File: src/rtl/digit_serial_adder.sv
// digit_serial_adder: multi-cycle WIDTH-bit adder that processes DIGIT bits per
// clock, least-significant digit first, through one shared DIGIT-bit carry slice.
// Valid/ready handshake on input and output; reports carry-out and signed overflow.
// Optional feature: define DSA_SUB_EN to add the 'sub' port (a + ~b + cin).
module digit_serial_adder #(
   parameter int WIDTH = 16,
   parameter int DIGIT = 4
) (
   input  logic             clk,
   input  logic             rst_n,
   input  logic             in_valid,
   output logic             in_ready,
   input  logic [WIDTH-1:0] a,
   input  logic [WIDTH-1:0] b,
   input  logic             cin,
`ifdef DSA_SUB_EN
   input  logic             sub,
`endif
   output logic             out_valid,
   input  logic             out_ready,
   output logic [WIDTH-1:0] sum,
   output logic             cout,
   output logic             overflow
);

   localparam int N  = WIDTH / DIGIT;
   localparam int CW = (N > 1) ? $clog2(N) : 1;

   typedef enum logic [1:0] {IDLE, RUN, DONE} state_t;

   state_t            state_q, state_d;
   logic [WIDTH-1:0]  a_q, a_d;
   logic [WIDTH-1:0]  b_q, b_d;
   logic              carry_q, carry_d;
   logic [CW-1:0]     cnt_q, cnt_d;
   logic [WIDTH-1:0]  sum_q, sum_d;
   logic              cout_q, cout_d;
   logic              ovf_q, ovf_d;
   logic              in_ready_q, in_ready_d;
   logic              out_valid_q, out_valid_d;

   logic [DIGIT-1:0]  a_dig;
   logic [DIGIT-1:0]  b_dig;
   logic [DIGIT:0]    dig_full;
   logic              msb_cin;
   logic              last_dig;
   logic [WIDTH-1:0]  a_shift;
   logic [WIDTH-1:0]  b_shift;
   logic [WIDTH-1:0]  sum_shift;

   // Operands are consumed from the bottom by shifting right one digit per cycle;
   // each new sum digit enters at the top, so after N digits it sits in place.
   assign a_dig    = a_q[DIGIT-1:0];
   assign b_dig    = b_q[DIGIT-1:0];
   assign dig_full = {1'b0, a_dig} + {1'b0, b_dig} + {{DIGIT{1'b0}}, carry_q};
   assign msb_cin  = a_dig[DIGIT-1] ^ b_dig[DIGIT-1] ^ dig_full[DIGIT-1];
   assign last_dig = (cnt_q == CW'(N - 1));

   if (DIGIT < WIDTH) begin : g_shift
      assign a_shift   = {{DIGIT{1'b0}}, a_q[WIDTH-1:DIGIT]};
      assign b_shift   = {{DIGIT{1'b0}}, b_q[WIDTH-1:DIGIT]};
      assign sum_shift = {dig_full[DIGIT-1:0], sum_q[WIDTH-1:DIGIT]};
   end else begin : g_whole
      assign a_shift   = '0;
      assign b_shift   = '0;
      assign sum_shift = dig_full[DIGIT-1:0];
   end

   // Next-state and next-output logic for the IDLE/RUN/DONE sequencer.
   always_comb begin
      state_d     = state_q;
      a_d         = a_q;
      b_d         = b_q;
      carry_d     = carry_q;
      cnt_d       = cnt_q;
      sum_d       = sum_q;
      cout_d      = cout_q;
      ovf_d       = ovf_q;
      in_ready_d  = in_ready_q;
      out_valid_d = out_valid_q;
      case (state_q)
         IDLE: begin
            if (in_valid) begin
               a_d        = a;
`ifdef DSA_SUB_EN
               b_d        = sub ? ~b : b;
`else
               b_d        = b;
`endif
               carry_d    = cin;
               cnt_d      = '0;
               sum_d      = '0;
               cout_d     = 1'b0;
               ovf_d      = 1'b0;
               in_ready_d = 1'b0;
               state_d    = RUN;
            end
         end
         RUN: begin
            a_d     = a_shift;
            b_d     = b_shift;
            sum_d   = sum_shift;
            carry_d = dig_full[DIGIT];
            cnt_d   = cnt_q + CW'(1);
            if (last_dig) begin
               cout_d      = dig_full[DIGIT];
               ovf_d       = msb_cin ^ dig_full[DIGIT];
               cnt_d       = '0;
               out_valid_d = 1'b1;
               state_d     = DONE;
            end
         end
         DONE: begin
            if (out_ready) begin
               out_valid_d = 1'b0;
               in_ready_d  = 1'b1;
               state_d     = IDLE;
            end
         end
         default: begin
            state_d     = IDLE;
            in_ready_d  = 1'b1;
            out_valid_d = 1'b0;
         end
      endcase
   end

   // State and registered outputs; reset aborts any operation in flight.
   always_ff @(posedge clk or negedge rst_n) begin
      if (!rst_n) begin
         state_q     <= IDLE;
         a_q         <= '0;
         b_q         <= '0;
         carry_q     <= 1'b0;
         cnt_q       <= '0;
         sum_q       <= '0;
         cout_q      <= 1'b0;
         ovf_q       <= 1'b0;
         in_ready_q  <= 1'b1;
         out_valid_q <= 1'b0;
      end else begin
         state_q     <= state_d;
         a_q         <= a_d;
         b_q         <= b_d;
         carry_q     <= carry_d;
         cnt_q       <= cnt_d;
         sum_q       <= sum_d;
         cout_q      <= cout_d;
         ovf_q       <= ovf_d;
         in_ready_q  <= in_ready_d;
         out_valid_q <= out_valid_d;
      end
   end

   assign in_ready  = in_ready_q;
   assign out_valid = out_valid_q;
   assign sum       = sum_q;
   assign cout      = cout_q;
   assign overflow  = ovf_q;

endmodule

File: config.mk
export PLATFORM = sky130hd
export DESIGN_NAME = digit_serial_adder
export DESIGN_NICKNAME = d
export VERILOG_FILES = /design/src/rtl/digit_serial_adder.sv
export SDC_FILE = /design/constraint.sdc
export NUM_CORES = 1
export LEC_CHECK = 0
export CORE_MARGIN = 4
export CORE_UTILIZATION = 35
export CTS_CLUSTER_SIZE = 40
export DETAILED_ROUTE_END_ITERATION = 12
export HOLD_SLACK_MARGIN = 0.1
export REMOVE_ABC_BUFFERS = 1
export SLEW_MARGIN = 5
export SYNTH_ARGS = -nofsm -noshare
export SYNTH_HDL_FRONTEND = slang
export SYNTH_SLANG_ARGS = --single-unit
File: constraint.sdc
create_clock -name clk -period 2.8 [get_ports clk]
set_input_delay 0.84 -clock clk [delete_from_list [all_inputs] [get_ports clk]]
set_output_delay 0.84 -clock clk [all_outputs]
set_load 0.02 [all_outputs]
==> results of run 1 <==
cells by family after synthesis:
logic type | share of synthesized area
AND/OR/NAND/NOR | 0.06531
buffers and inverters | 0.05640
AO/OA/AOI/OAI | 0.1727
flip-flops | 0.5646
XOR/XNOR | 0.01039
adder cells (fa/ha/maj) | 0.03563
multiplexers | 0.09500
report_power, final:
part | switching, uW | internal [uW] | leakage, uW
Combinational | 920 | 868 | 0.000690
Clock | 315 | 432 | 0.0000953
Sequential | 241 | 1200 | 0.000727
through the flow:
step           cell area, sq um  std cells  total power (uW)  hold slack [ns]
2_1_floorplan              2394        196              2624           0.4553
3_3_place_gp               3127        353              3247           0.4657
3_5_place_dp               3127        353              3284           0.4752
4_1_cts                    3323        369              4046           0.4899
5_1_grt                    3323        369              4315           0.5093
6_report                   3323        369              3977           0.4844
routing by layer:
| layer | track usage | part of all wire | up-vias |
|---|---|---|---|
| met3 | 0.05712 | 0.070 | 4 |
| met2 | 0.2052 | 0.46 | 48 |
| met5 | 0 | 0 | - |
| li1 | - | - | 864 |
| met1 | 0.1491 | 0.46 | 819 |
| met4 | 0.02930 | 0.0075 | 0 |
cell type report:
cell class                 instances  area, sq um
clock inverter                     5        55.05
clock buffer                      11        141.4
fill                             666         3583
inverter                           2        7.507
timing repair buffer              61        605.6
sequential                        57         1428
tap                               96        120.1
multi-input combinational        137        965.9
flip-flops by register name, summed over array words and instances (netlist names):
register / cells
cout: 1
sum: 16
cnt_q: 2
b_q: 16
state_q: 2
carry_q: 1
a_q: 16
in_ready: 1
out_valid: 1
overflow: 1
placed cells by master (no fill, tap or decap), drive strengths merged:
master / netlist / layout
clkbuf: 1 / 11
a21oi: 5 / 5
nand2: 35 / 35
a2bb2oi: 1 / 1
dfstp: 1 / 1
xnor2: 2 / 2
clkinvlp: 0 / 2
inv: 2 / 2
clkinv: 0 / 2
a22o: 23 / 23
o21ai: 31 / 31
nor2b: 1 / 1
dfrtp: 56 / 56
o21bai: 1 / 1
mux2i: 24 / 24
xor2: 1 / 1
bufinv: 0 / 1
a21o: 2 / 2
buf: 13 / 6
o31ai: 1 / 1
fa: 2 / 2
clkdlybuf4s50: 0 / 55
o22a: 1 / 1
ha: 4 / 4
nor2: 2 / 2
nor3b: 1 / 1
how the worst min path moves through the flow:
stage,from,endpoint,slack (ns)
floorplan,a_q[10],a_q[10],0.46
global placement,a_q[8],a_q[8],0.47
detailed placement,a_q[8],a_q[8],0.48
CTS,b_q[7],b_q[7],0.49
global route,b_q[5],b_q[5],0.51
finish,a_q[8],a_q[8],0.48
==> key figures, run 1 <==
Logic synthesis
  – Number of distinct library cells after synthesis: 31
  – Cell with the most instances after synthesis: sky130_fd_sc_hd__dfrtp_1
  – Average size of a mapped cell: between 10 and 15 sq um
  – Commonest cells post-synth: 56 x sky130_fd_sc_hd__dfrtp_1, 35 x sky130_fd_sc_hd__nand2_1, 29 x sky130_fd_sc_hd__o21ai_1
  – Synth area leaders: sky130_fd_sc_hd__dfrtp_1 55%, sky130_fd_sc_hd__mux2i_1 9.5%, sky130_fd_sc_hd__a22o_1 8.0%
  – Number of synthesis warnings: 0
  – Post-Synthesis Cells: 210
  – Fraction of registers with async set or reset after synthesis: 1.000
  – Proportion of synthesized chip area in sequential cells: 0.5646
  – EDFF count, synth: 0
  – Share of Yosys cell area claimed by the top area cell type: 0.5542
  – Number of synthesized register bits: 57
  – Mapped cell area: 2529 sq um
  – Most used flip-flop cell after synthesis: sky130_fd_sc_hd__dfrtp_1
  – Most area-hungry cell type in the Yosys netlist: sky130_fd_sc_hd__dfrtp_1

Floorplanning
  – Row Count: 30
  – Core box area: between 6000 and 7000 sq um
  – Effective utilization at floorplan: 0.3661
  – Chip Height: 93 um
  – Ports placed on the boundary: 57
  – Full die area: 8649 sq um
  – Die Width: just over 90 um

Setup path
  – Setup slack on the worst flop-to-flop path: 0.68 ns
  – Timing startpoint of the critical path: in_ready
  – Crit path capture type: primary output
  – Sequence of cells on the critical path: clkdlybuf4s50_1
  – Reg2reg end: carry_q
  – Crit. path cell count: 1
  – Number of buffers and inverters on the critical path: 1
  – Last element of the critical path: in_ready
  – Stage delay of the slowest cell on the critical path: around 0.6 ns
  – CP Data Required Time: 1.96 ns
  – Slowest cell on the critical path: sky130_fd_sc_hd__clkdlybuf4s50_1
  – Worst R2R Path Depth: 6
  – CP top delay family: buffers and inverters
  – Startpoint of the worst-slack reg-to-reg timing path: a_q[0]
  – Startpoint-to-endpoint class of the critical path: reg2out
  – Worst path arrival time: 1.46 ns
  – Element type at the critical path start: register
  – Maximum fanout along the worst path: 3

Cells and area
  – Finished Core Util: 0.4812
  – Layout net count: between 300 and 400
  – Layout-stage area growth over the synthesis result: 31.42%
  – Share of final-layout standard cells stronger than drive strength 1: 0.09890
  – ANT cells: 0

STA
  – Max-slew violation count: 0
  – Worst setup margin: about 0.50 ns
  – Peak clock frequency supported by timing: 0.4344 GHz
  – Setup TNS after final layout: 0 ns
  – Crit share post-route: 0.8221
  – Min cycle time layout: 2.302 ns
  – Max-Slew Margin vs Limit: 0.6027
  – RSZ-0062 raised after global routing: false
  – Final setup fails: 0
  – Worst Tran Pin Value: 0.5960 ns
  – Final hold violation count: 0
  – Setup clock skew after layout: 0.008401 ns

Global routing
  – Remaining global-route overflow: 0
  – Number of antenna violations at the first check in global routing: 0
  – Wire length of the first global-routing pass: 8452 um
  – Maximum number of pins on one net before global-route repair: 77
  – Total global routing track utilization: 0.1246
  – Vias in the first global route: 1805

Detailed routing
  – Number of vias per cell: between 4 and 5
  – # DRC: 0
  – Total Routed Length: 4813 um
  – Starting DRT DRC Count: 73
  – Detailed-router iteration count before antenna repair: 4
  – Total via count in the routed design: 1735
  – Count of antenna-violating nets left after detailed routing: 0
  – Average detailed-routed wire length per instance: ~13 um

CTS
  – Maximum level of the CTS H-tree: 3
  – Worst skew pair latency: 0.33 ns
  – Number of resized instances in the post-cts repair step: 0
  – Post-CTS clock slew at the launch and capture registers of the worst setup and hold paths: 0.07 ns
  – TritonCTS clock tree: yes
  – Max Buffers Root-to-Sink: 2
  – CTS Buf Count: 9
  – Root Buffer: sky130_fd_sc_hd__clkbuf_8
  – # Post-CTS Setup Buffers: 0
  – # clock sinks: 57
  – Number of buffers added to fix hold violations after cts: 0

Placement
  – Worst slack, placed: 0.6694 ns
  – Port bufs: 56
  – Half-perimeter wire length after placement: 3201 um
  – RePlAce Congestion: 0.7643

Power and ir drop
  – Leakage power figure: 0.001513 uW
  – Power density of the placed cells: 1197 nW/um^2
  – Worst ir drop on vdd: 425.8 uV

Run
  – Max-cap violation count: 0

Run status
  – Run status: finished, final reports clean

Worst hold path
  – Min-delay worst type: reg2reg
  – Cell depth of the worst hold path: 2
No activity file was read; power rests on OpenSTA's default activity.
==> run 2: changes to the inputs <==
==> constraint.sdc (replaced) <==
create_clock -name clk -period 2.26 [get_ports clk]
set_input_delay 0.678 -clock clk [delete_from_list [all_inputs] [get_ports clk]]
set_output_delay 0.678 -clock clk [all_outputs]
set_load 0.02 [all_outputs]
==> run 2 against run 1 <==
First-iteration DRC count decreased by 2.7%. Utilization increased by 0.13 points. Global-route usage increased by 0.17 points. Critical endpoint unchanged. Largest cell class unchanged. Die area unchanged. Cell area increased by 0.26%.
==> key figures, run 2 (same netlist as run 1, synthesis figures left out) <==
Power and ir drop
  – Sw Pwr: 1808 uW
  – Worst ir drop on vdd: 536.2 uV
  – Share of power burned in combinational logic: 0.456
  – Proportion of total power due to net switching: 0.3680
  – Reg power frac: 0.364
  – Leakage power figure: 0.001525 uW
  – Internal power contribution: between 3000 and 4000 uW
  – Power density of the placed cells: 1474 nW/um^2
  – Part of the power in the clock network: 0.180
  – Total power of the final layout: 4912 uW

Worst hold path
  – Min-delay worst type: in2async

Floorplanning
  – Ports placed on the boundary: 57
  – Chip Height: slightly above 90 um
  – Row Count: 30
  – Full die area: 8649 sq um
  – Effective utilization at floorplan: 0.3661
  – Die Width: 93 um
  – Core box area: roughly 6900 sq um

STA
  – Max-slew violation count: 0
  – Final worst hold slack: slightly above 0.3 ns
  – Final setup fails: 0
  – Max-Slew Margin vs Limit: 0.6652
  – Min cycle time layout: 2.145 ns
  – Crit share post-route: 0.9491
  – Worst Tran Pin Value: around 0.5 ns
  – Final hold violation count: 0
  – RSZ-0062 raised after global routing: false
  – Peak clock frequency supported by timing: 0.4662 GHz
  – Setup clock skew after layout: ~0.0051 ns

Setup path
  – CP Data Required Time: roughly 1.6 ns
  – Maximum fanout along the worst path: 3
  – Sequence of cells on the critical path: clkdlybuf4s50_1
  – Element type at the critical path start: register
  – Crit path capture type: primary output
  – Worst path arrival time: 1.47 ns
  – Startpoint-to-endpoint class of the critical path: reg2out
  – Stage delay of the slowest cell on the critical path: about 0.6 ns
  – Setup slack on the worst flop-to-flop path: 0.15 ns
  – CP top delay family: buffers and inverters
  – Slowest cell on the critical path: sky130_fd_sc_hd__clkdlybuf4s50_1
  – Number of buffers and inverters on the critical path: 1

Detailed routing
  – # DRC: 0
  – Total Routed Length: 4744 um
  – Total via count in the routed design: between 1500 and 2000
  – Count of antenna-violating nets left after detailed routing: 0
  – Detailed-router iteration count before antenna repair: 4
  – Average detailed-routed wire length per instance: 12.86 um
  – Number of vias per cell: 4.710
  – Starting DRT DRC Count: a little over 70

Run
  – Max-cap violation count: 0

CTS
  – # Post-CTS Setup Buffers: 0
  – Post-CTS clock slew at the launch and capture registers of the worst setup and hold paths: about 0.06 ns
  – # clock sinks: 57
  – Number of resized instances in the post-cts repair step: 0
  – Maximum level of the CTS H-tree: 3
  – CTS Buf Count: 9
  – Worst skew pair latency: 0.33 ns
  – Number of buffers added to fix hold violations after cts: 0
  – Root Buffer: sky130_fd_sc_hd__clkbuf_8
  – TritonCTS clock tree: yes
  – Max Buffers Root-to-Sink: 2

Global routing
  – Vias in the first global route: roughly 1700
  – Total global routing track utilization: 0.1263
  – Number of antenna violations at the first check in global routing: 0
  – Wire length of the first global-routing pass: 8307 um
  – Remaining global-route overflow: 0
  – Maximum number of pins on one net before global-route repair: just under 80

Placement
  – Cell area reported after detailed placement: 3139 sq um
  – Cell Count Post-Placement: 353
  – Half-perimeter wire length after placement: 3243 um
  – Port bufs: between 50 and 60
  – RePlAce Congestion: 0.6725

Cells and area
  – Number of inserted filler cells in the final layout: between 600 and 700
  – Most common library cell in the layout ignoring fill and taps: sky130_fd_sc_hd__dfrtp_1
  – ANT cells: 0
  – Share of final-layout standard cells stronger than drive strength 1: 0.09890
  – Layout-stage area growth over the synthesis result: 31.77%
  – Layout net count: around 310
  – Most used cells in the layout excluding fill and tap cells: 56 x sky130_fd_sc_hd__dfrtp_1, 55 x sky130_fd_sc_hd__clkdlybuf4s50_1, 35 x sky130_fd_sc_hd__nand2_1, 29 x sky130_fd_sc_hd__o21ai_1, 24 x sky130_fd_sc_hd__mux2i_1
  – Final instance area: 3332 sq um
  – Final Instance Count excl. Fillers: 369

Run status
  – Run status: finished, final reports clean
[run 2: cell types whose count changed in the layout (fill, tap and decap cells not counted), sizes merged]
cell      delta
clkinvlp     -2
bufinv       -1
clkbuf       +3
[run 2: metrics by stage]
stage               setup slack, ns    util  setup TNS (ns)
floorplan                   -0.2495       -          -11.83
global placement             0.1864  0.4545               0
detailed placement           0.1319  0.4545               0
CTS                         0.09287  0.4824               0
global route                0.01626  0.4824               0
finish                       0.1149  0.4824               0
[run 2: path summary, 6_finish.rpt]
kind                           from        to  cells after the start
setup / recovery           in_ready  in_ready                      1
hold / removal                rst_n   sum[11]                      1
setup reg to reg             a_q[0]   carry_q                      6
hold reg to reg              b_q[9]    b_q[9]                      2
max in group asynchronous     rst_n    a_q[4]                      2
min in group clk             b_q[9]    b_q[9]                      2
[run 2: final cells by class]
class                      instances  area, sq um  share of cell area
timing repair buffer              61        618.1              0.1855
inverter                           2        7.507            0.002253
multi-input combinational        137        965.9              0.2899
tap                               96        120.1             0.03605
clock buffer                      14        182.7             0.05483
sequential                        57         1428              0.4285
clock inverter                     2        10.01            0.003004
[run 2: power groups by stage]
stage / Clock, uW / Combinational [uW] / Sequential [uW]
4_1_cts: 920 / 2300 / 1800
3_3_place_gp: 0 / 2260 / 1800
6_report: 885 / 2240 / 1790
3_5_place_dp: 0 / 2290 / 1810
2_1_floorplan: 0 / 1300 / 1950
5_1_grt: 985 / 2500 / 1870
[run 2: layer usage]
metal	global-route usage	up-vias	wire, um
li1	-	863	-
met1	0.1598	821	2260
met2	0.1896	46	2109
met3	0.06195	8	306
met4	0.04029	0	67
met5	0	-	0
==> run 3: changes to the inputs <==
--- a/config.mk
+++ b/config.mk
@@ -9,7 +9,7 @@
 export CORE_UTILIZATION = 35
 export CTS_CLUSTER_SIZE = 40
 export DETAILED_ROUTE_END_ITERATION = 12
-export HOLD_SLACK_MARGIN = 0.1
+export HOLD_SLACK_MARGIN = 0.05
 export REMOVE_ABC_BUFFERS = 1
 export SLEW_MARGIN = 5
 export SYNTH_ARGS = -nofsm -noshare
==> results of run 3 <==
No change in the layout: final DEF, timing and power equal those of run 2.
